`src/rtl/seq_scheduler_pkg.sv`:
```
// Shared helpers for the task dispatcher in front of the sequence generator.
// Only width arithmetic lives here; FSM encodings stay local to the scheduler.
// The sequencer's opcodes are deliberately not referenced, only its stop output.
package seq_scheduler_pkg;

    // Width of a saturating counter that must represent 0..limit (never zero bits).
    function automatic int unsigned sat_cnt_width(input int unsigned limit);
        return (limit < 2) ? 1 : $clog2(limit + 1);
    endfunction

    // Width of an occupancy counter for a queue of 'depth' entries (0..depth).
    function automatic int unsigned occ_width(input int unsigned depth);
        return $clog2(depth) + 1;
    endfunction

endpackage

```
`src/rtl/seq_queue.sv`:
```
// Circular buffer of task start addresses with head/tail pointers and occupancy count.
// Latency: a pushed entry is visible at the head on the cycle after the push edge.
// Backpressure: pushes while full and pops while empty are ignored; caller gates on count.
module seq_queue
    import seq_scheduler_pkg::*;
#(
    parameter int AW = 7,
    parameter int QD = 4
) (
    input  logic                     clk,
    input  logic                     rst,
    input  logic                     i_push,
    input  logic [AW-1:0]            i_push_dat,
    input  logic                     i_pop,
    output logic [AW-1:0]            o_head_dat,
    output logic [occ_width(QD)-1:0] o_count
);
    localparam int PW = $clog2(QD);
    localparam int OW = occ_width(QD);
    localparam logic [OW-1:0] QD_W = OW'(QD);

    logic [AW-1:0] r_mem [QD];
    logic [PW-1:0] r_head;
    logic [PW-1:0] r_tail;
    logic [OW-1:0] r_count;
    logic          w_push;
    logic          w_pop;

    assign w_push = i_push && (r_count != QD_W);
    assign w_pop  = i_pop && (r_count != '0);

    // Entry storage; no reset needed since only counted entries are ever read.
    always_ff @(posedge clk) begin
        if (w_push) begin
            r_mem[r_tail] <= i_push_dat;
        end
    end

    // Pointers wrap naturally because the depth is a power of two.
    always_ff @(posedge clk or posedge rst) begin
        if (rst) begin
            r_head  <= '0;
            r_tail  <= '0;
            r_count <= '0;
        end else begin
            if (w_push) begin
                r_tail <= r_tail + 1'b1;
            end
            if (w_pop) begin
                r_head <= r_head + 1'b1;
            end
            case ({w_push, w_pop})
                2'b10:   r_count <= r_count + 1'b1;
                2'b01:   r_count <= r_count - 1'b1;
                default: r_count <= r_count;
            endcase
        end
    end

    assign o_head_dat = r_mem[r_head];
    assign o_count    = r_count;

endmodule

```
`src/rtl/seq_scheduler.sv`:
```
// Dispatches queued start addresses to the sequencer as one-cycle jumps and tracks each task to STOP.
// Latency: request accepted at edge E into an empty queue with stop high -> jump high after edge E+1.
// Backpressure: req_ready drops only when the queue is full (or in reset); running tasks never stall intake.
module seq_scheduler
    import seq_scheduler_pkg::*;
#(
    parameter int aw  = 7,
    parameter int qd  = 4,
    parameter int tmo = 0,
    parameter int cw  = 8
) (
    input  logic                     clk,
    input  logic                     rst,
    input  logic [aw-1:0]            req_addr,
    input  logic                     req_valid,
    output logic                     req_ready,
    input  logic                     stop,
    output logic [aw-1:0]            addr,
    output logic                     jump,
    output logic                     busy,
    output logic                     done,
    output logic [cw-1:0]            done_count,
    output logic                     timeout,
    output logic [occ_width(qd)-1:0] pending
);
    localparam int OW  = occ_width(qd);
    localparam int WDW = sat_cnt_width(tmo);
    localparam logic [OW-1:0]  QD_W  = OW'(qd);
    localparam logic [WDW-1:0] TMO_W = WDW'(tmo);

    localparam logic [1:0] S_IDLE   = 2'd0;
    localparam logic [1:0] S_LAUNCH = 2'd1;
    localparam logic [1:0] S_RUN    = 2'd2;

    logic [1:0]     r_state;
    logic [1:0]     w_state_nxt;
    logic [aw-1:0]  r_addr;
    logic           r_jump;
    logic           r_done;
    logic [cw-1:0]  r_done_count;
    logic           r_timeout;
    logic [WDW-1:0] r_wd;

    logic [aw-1:0]  w_addr_nxt;
    logic           w_jump_nxt;
    logic           w_done_nxt;
    logic [cw-1:0]  w_done_count_nxt;
    logic           w_timeout_nxt;
    logic [WDW-1:0] w_wd_nxt;

    logic [OW-1:0]  w_pending;
    logic [aw-1:0]  w_head;
    logic           w_push;
    logic           w_pop;

    assign req_ready = (w_pending != QD_W) && !rst;
    assign w_push    = req_valid && req_ready;

    seq_queue #(
        .AW (aw),
        .QD (qd)
    ) u_queue (
        .clk        (clk),
        .rst        (rst),
        .i_push     (w_push),
        .i_push_dat (req_addr),
        .i_pop      (w_pop),
        .o_head_dat (w_head),
        .o_count    (w_pending)
    );

    // State register.
    always_ff @(posedge clk or posedge rst) begin
        if (rst) begin
            r_state <= S_IDLE;
        end else begin
            r_state <= w_state_nxt;
        end
    end

    // Next state: launch only when the sequencer is parked at STOP; LAUNCH lasts one cycle.
    always_comb begin
        w_state_nxt = r_state;
        case (r_state)
            S_IDLE: begin
                if ((w_pending != '0) && stop) begin
                    w_state_nxt = S_LAUNCH;
                end
            end
            S_LAUNCH: w_state_nxt = stop ? S_IDLE : S_RUN;
            S_RUN: begin
                if (stop) begin
                    w_state_nxt = S_IDLE;
                end
            end
            default: w_state_nxt = S_IDLE;
        endcase
    end

    // Output/datapath next values: issue the jump, count completions, run the watchdog.
    always_comb begin
        w_pop            = 1'b0;
        w_addr_nxt       = r_addr;
        w_jump_nxt       = 1'b0;
        w_done_nxt       = 1'b0;
        w_done_count_nxt = r_done_count;
        w_timeout_nxt    = r_timeout;
        w_wd_nxt         = r_wd;
        case (r_state)
            S_IDLE: begin
                if ((w_pending != '0) && stop) begin
                    w_pop      = 1'b1;
                    w_addr_nxt = w_head;
                    w_jump_nxt = 1'b1;
                end
            end
            S_LAUNCH: begin
                // stop now reflects the opcode at the jump target
                if (stop) begin
                    w_done_nxt       = 1'b1;
                    w_done_count_nxt = r_done_count + 1'b1;
                end else begin
                    w_wd_nxt = '0;
                end
            end
            S_RUN: begin
                if (stop) begin
                    w_done_nxt       = 1'b1;
                    w_done_count_nxt = r_done_count + 1'b1;
                end else begin
                    w_wd_nxt = (r_wd == TMO_W) ? r_wd : r_wd + 1'b1;
                    // the sequencer cannot be aborted, so a timeout is only flagged
                    if ((tmo != 0) && (w_wd_nxt == TMO_W)) begin
                        w_timeout_nxt = 1'b1;
                    end
                end
            end
            default: ;
        endcase
    end

    // Registered outputs and watchdog counter.
    always_ff @(posedge clk or posedge rst) begin
        if (rst) begin
            r_addr       <= '0;
            r_jump       <= 1'b0;
            r_done       <= 1'b0;
            r_done_count <= '0;
            r_timeout    <= 1'b0;
            r_wd         <= '0;
        end else begin
            r_addr       <= w_addr_nxt;
            r_jump       <= w_jump_nxt;
            r_done       <= w_done_nxt;
            r_done_count <= w_done_count_nxt;
            r_timeout    <= w_timeout_nxt;
            r_wd         <= w_wd_nxt;
        end
    end

    assign addr       = r_addr;
    assign jump       = r_jump;
    assign busy       = (r_state != S_IDLE);
    assign done       = r_done;
    assign done_count = r_done_count;
    assign timeout    = r_timeout;
    assign pending    = w_pending;

endmodule

```
`config.mk`:
```
export PLATFORM = sky130hd
export DESIGN_NAME = seq_scheduler
export DESIGN_NICKNAME = d
export VERILOG_FILES = /design/src/rtl/seq_scheduler_pkg.sv /design/src/rtl/seq_queue.sv /design/src/rtl/seq_scheduler.sv
export SDC_FILE = /design/constraint.sdc
export NUM_CORES = 1
export LEC_CHECK = 0
export BUFFER_PORTS_ARGS = -buffer_cell sky130_fd_sc_hd__buf_2
export CAP_MARGIN = 20
export CORE_ASPECT_RATIO = 0.6
export CORE_MARGIN = 2
export CORE_UTILIZATION = 50
export CTS_CLUSTER_DIAMETER = 200
export DETAILED_ROUTE_END_ITERATION = 10
export PLACE_DENSITY = 0.82
export SETUP_SLACK_MARGIN = 0.5
export SLEW_MARGIN = 0
export SYNTH_ARGS = -nofsm -noshare
export SYNTH_HDL_FRONTEND = slang
export SYNTH_SLANG_ARGS = --single-unit
```
`constraint.sdc`:
```
create_clock -name clk -period 2.1 [get_ports clk]
set_input_delay 0.21 -clock clk [delete_from_list [all_inputs] [get_ports clk]]
set_output_delay 0.21 -clock clk [all_outputs]
set_load 0.005 [all_outputs]
```
==> flow_metrics.env <==
export IMPL_status="completed"
export IMPL_setup_slack_ps=169
export IMPL_dieArea_um2=5150
export IMPL_ff2ff_path_depth=10
export IMPL_grt_pass1_wl_um=6960
export IMPL_p_per_area_nw_per_um2=1350
export IMPL_post_route_period_util_pct=92.0
export IMPL_synth_top_area_share_pct=36.8
export IMPL_grt_setup_unrepaired="yes"
export IMPL_cts_inserted_buffers=5
export IMPL_via_per_inst=5.17
export IMPL_worst_ep_required_time_ps=2330
export IMPL_end_kind="register"
export IMPL_via_count=1412
export IMPL_irDropWorstVdd_v=0.000670
export IMPL_track_usage_pct=17.7
export IMPL_start_kind="register"
export IMPL_clk_pin_slew_worst_paths_ps=110
export IMPL_syn_inst=156
export IMPL_gr_total_overflow=0
export IMPL_post_dp_hpwl_um=2850
export IMPL_cts_buffer_depth=2
export IMPL_die_h_um=56.4
export IMPL_grt_max_degree=27
export IMPL_arrival_ps=2160
export IMPL_fin_tns_setup_ps=0
export IMPL_grt_pass1_vias=1364
export IMPL_r2r_end="u_queue.o_count[2]$_DFFE_PP0P_"
export IMPL_r2r_slack_ps=170
export IMPL_root_buffer="clkbuf_8"
export IMPL_place_ws_ps=81.0
export IMPL_drc_errors=0
export IMPL_area_growth_pct=24.5
export IMPL_ys_seq_area_share_pct=65.2
export IMPL_worst_slew_pin_slew_ps=565
export IMPL_yosys_register_bits=54
export IMPL_globalplace_congestion=0.747
export IMPL_core_area_um2=4260
export IMPL_num_io_pins=34
export IMPL_wirelength_um=4530
export IMPL_clock_latency_ps=310
export IMPL_ys_top_cells_by_area="edfxtp_1, dfrtp_1, mux4_2, ha_1, nand2_1"
export IMPL_period_needed_ps=1930
export IMPL_r2r_start="r_state[1]$_DFFE_PP0P_"
export IMPL_maxSlewViolCount=0
export IMPL_yosysUniqueCellTypes=29
export IMPL_drtIter0Drc=81
export IMPL_fmax_mhz=518
export IMPL_cts_sinks=54
export IMPL_path_cells="inv_2, ha_4, o311ai_4, inv_2, ha_4, inv_2, fa_2, xor2_1, nor2_1, xor2_1"
export IMPL_synth_top_area_cell="edfxtp_1"
export IMPL_antenna_cells=0
export IMPL_hp_start="req_addr[3]"
export IMPL_wl_per_cell_um=16.6
export IMPL_setup_viol=0
export IMPL_cts_tree="done"
export IMPL_drv_cap=0
export IMPL_hold_path_class="in2reg"
export IMPL_hold_viol=0
export IMPL_netlist_area_um2=2290
export IMPL_avgSynthCellArea_um2=14.7
export IMPL_final_setup_skew_ps=11.8
export IMPL_initial_core_util_pct=53.7
export IMPL_antenna_found_initial=0
export IMPL_syn_num_nets=178
export IMPL_whs_endpoint="u_queue.r_mem[1][3]$_DFFE_PP_"
export IMPL_drt_first_pass_iters=4
export IMPL_ant_nets=0
export IMPL_rows=18
export IMPL_n_fill_cell=290
export IMPL_cpLargestDelayFamily="adder cells"
export IMPL_die_w_um=91.3
export IMPL_slew_headroom_pct=62.3
export IMPL_ctsHtreeMaxLevel=2
export IMPL_power_leakage_nw=1.26
export IMPL_path_class="reg2reg"
export IMPL_final_layout_size_suffix_gt1_share_pct=42.7
export IMPL_io_buffer_count=32
export IMPL_fin_nets=234
export IMPL_path_common_cell="inv_2"
export IMPL_path_buf_inv=3
export IMPL_critPathMaxStageDelay_ps=420
export IMPL_cpMaxStageDelayCell="dfrtp_1"
export IMPL_whs_path_depth=1
export IMPL_yosysWarnings=0
export IMPL_cp_max_fo=4
repair_timing:
item,4_1_cts,5_1_grt
pin swaps,5,5
hold buffers,1,0
endpoints found under the setup margin,31,23
hold endpoints to repair,4,0
resized for setup,8,9
buffers inserted,10,7
state kept, by name, summed over array words and instances, names as in the netlist:
signal,cells
jump,1
u_queue.r_tail,2
u_queue.o_count,3
done_count,8
r_state,2
u_queue.r_head,2
done,1
addr,7
u_queue.r_mem,28
where the power goes:
part	leakage, nW	switching [mW]	internal, mW
Sequential	0.574	0.315	1.40
Combinational	0.628	0.662	0.808
Clock	0.0588	0.352	0.317
Total	1.26	1.33	2.53
layer usage:
layer  GRT usage [%]  part of all wire [%]  vias up
met4            5.63                   1.4        0
li1                -                     -      643
met3            3.76                   5.8        6
met1            24.4                    45      712
met5               0                     0        -
met2            28.6                    48       51
Yosys cell counts:
| master | count |
|---|---|
| a32o_1 | 1 |
| o311ai_4 | 1 |
| buf_2 | 1 |
| and2_1 | 5 |
| buf_4 | 1 |
| or4b_1 | 1 |
| o21ai_0 | 1 |
| inv_1 | 13 |
| nand4_1 | 3 |
| a21oi_1 | 1 |
| nand3_1 | 1 |
| fa_1 | 1 |
| mux4_2 | 7 |
| a21oi_2 | 1 |
| and3_1 | 1 |
| conb_1 | 1 |
| mux2_2 | 2 |
| edfxtp_1 | 28 |
| nand2_1 | 26 |
| ha_1 | 10 |
| xnor2_1 | 7 |
| mux2_1 | 1 |
| clkbuf_1 | 2 |
| xor2_1 | 6 |
| nor2_1 | 4 |
| a211oi_4 | 1 |
| nor3_1 | 2 |
| dfrtp_1 | 26 |
| inv_2 | 1 |
how the worst max path moves through the flow:
stage,cells past startpoint,slack [ps],end,startpoint
after floorplan,10,190,u_queue.o_count[2]$_DFFE_PP0P_,r_state[1]$_DFFE_PP0P_
after global placement,9,220,u_queue.o_count[2]$_DFFE_PP0P_,u_queue.o_count[1]$_DFFE_PP0P_
after detailed placement,9,80,u_queue.o_count[2]$_DFFE_PP0P_,u_queue.o_count[1]$_DFFE_PP0P_
after CTS,10,270,u_queue.o_count[2]$_DFFE_PP0P_,r_state[1]$_DFFE_PP0P_
after global routing,10,70,u_queue.o_count[2]$_DFFE_PP0P_,r_state[1]$_DFFE_PP0P_
final,10,170,u_queue.o_count[2]$_DFFE_PP0P_,r_state[1]$_DFFE_PP0P_
kinds of logic (layout without fill, tap and decap cells):
kind of cell    after synthesis  after routing  synth area share [%]
mux                          10             10                  8.37
simple gates                 43             43                  8.48
xor+xnor                     13             13                  4.98
flops                        54             54                  65.2
other cells                   1              1                 0.164
fa+ha+maj                    11             11                  6.35
compound gates                6              6                  3.28
buf+inv                      18             75                  3.17
placed cells by master, fill, tap and decap left out, types with 2 or more instances in the layout:
cell	count
mux4_2	7
inv_1	9
xnor2_1	7
nor2_4	2
ha_1	8
dfrtp_1	23
xor2_1	6
edfxtp_1	28
ha_4	2
mux2_2	2
nand4_1	3
nand2_1	26
inv_2	5
dfrtp_2	3
buf_2	32
and2_4	3
nor2_1	2
clkbuf_8	5
nor3_1	2
buf_4	19
stage by stage:
stage | util (%) | hold slack, ps | cell area (um^2) | cells | power [mW]
after floorplan | - | 250 | 2320 | 156 | 2.45
after global placement | 60.0 | 318 | 2550 | 247 | 2.79
after detailed placement | 60.0 | 332 | 2550 | 247 | 2.88
after CTS | 65.0 | 114 | 2770 | 266 | 3.67
after global routing | 66.9 | 111 | 2850 | 273 | 4.10
final | 66.9 | 119 | 2850 | 273 | 3.86
layout make-up:
class	count	area, um^2	share of cell area (%)
Sequential cell	54	1500	52.5
Clock inverter	2	17.5	0.615
Tap cell	60	75.1	2.64
Multi-Input combinational cell	84	790	27.7
Clock buffer	6	93.8	3.30
Timing Repair Buffer	53	324	11.4
Inverter	14	52.6	1.85
(Power assumes the default switching activity.)
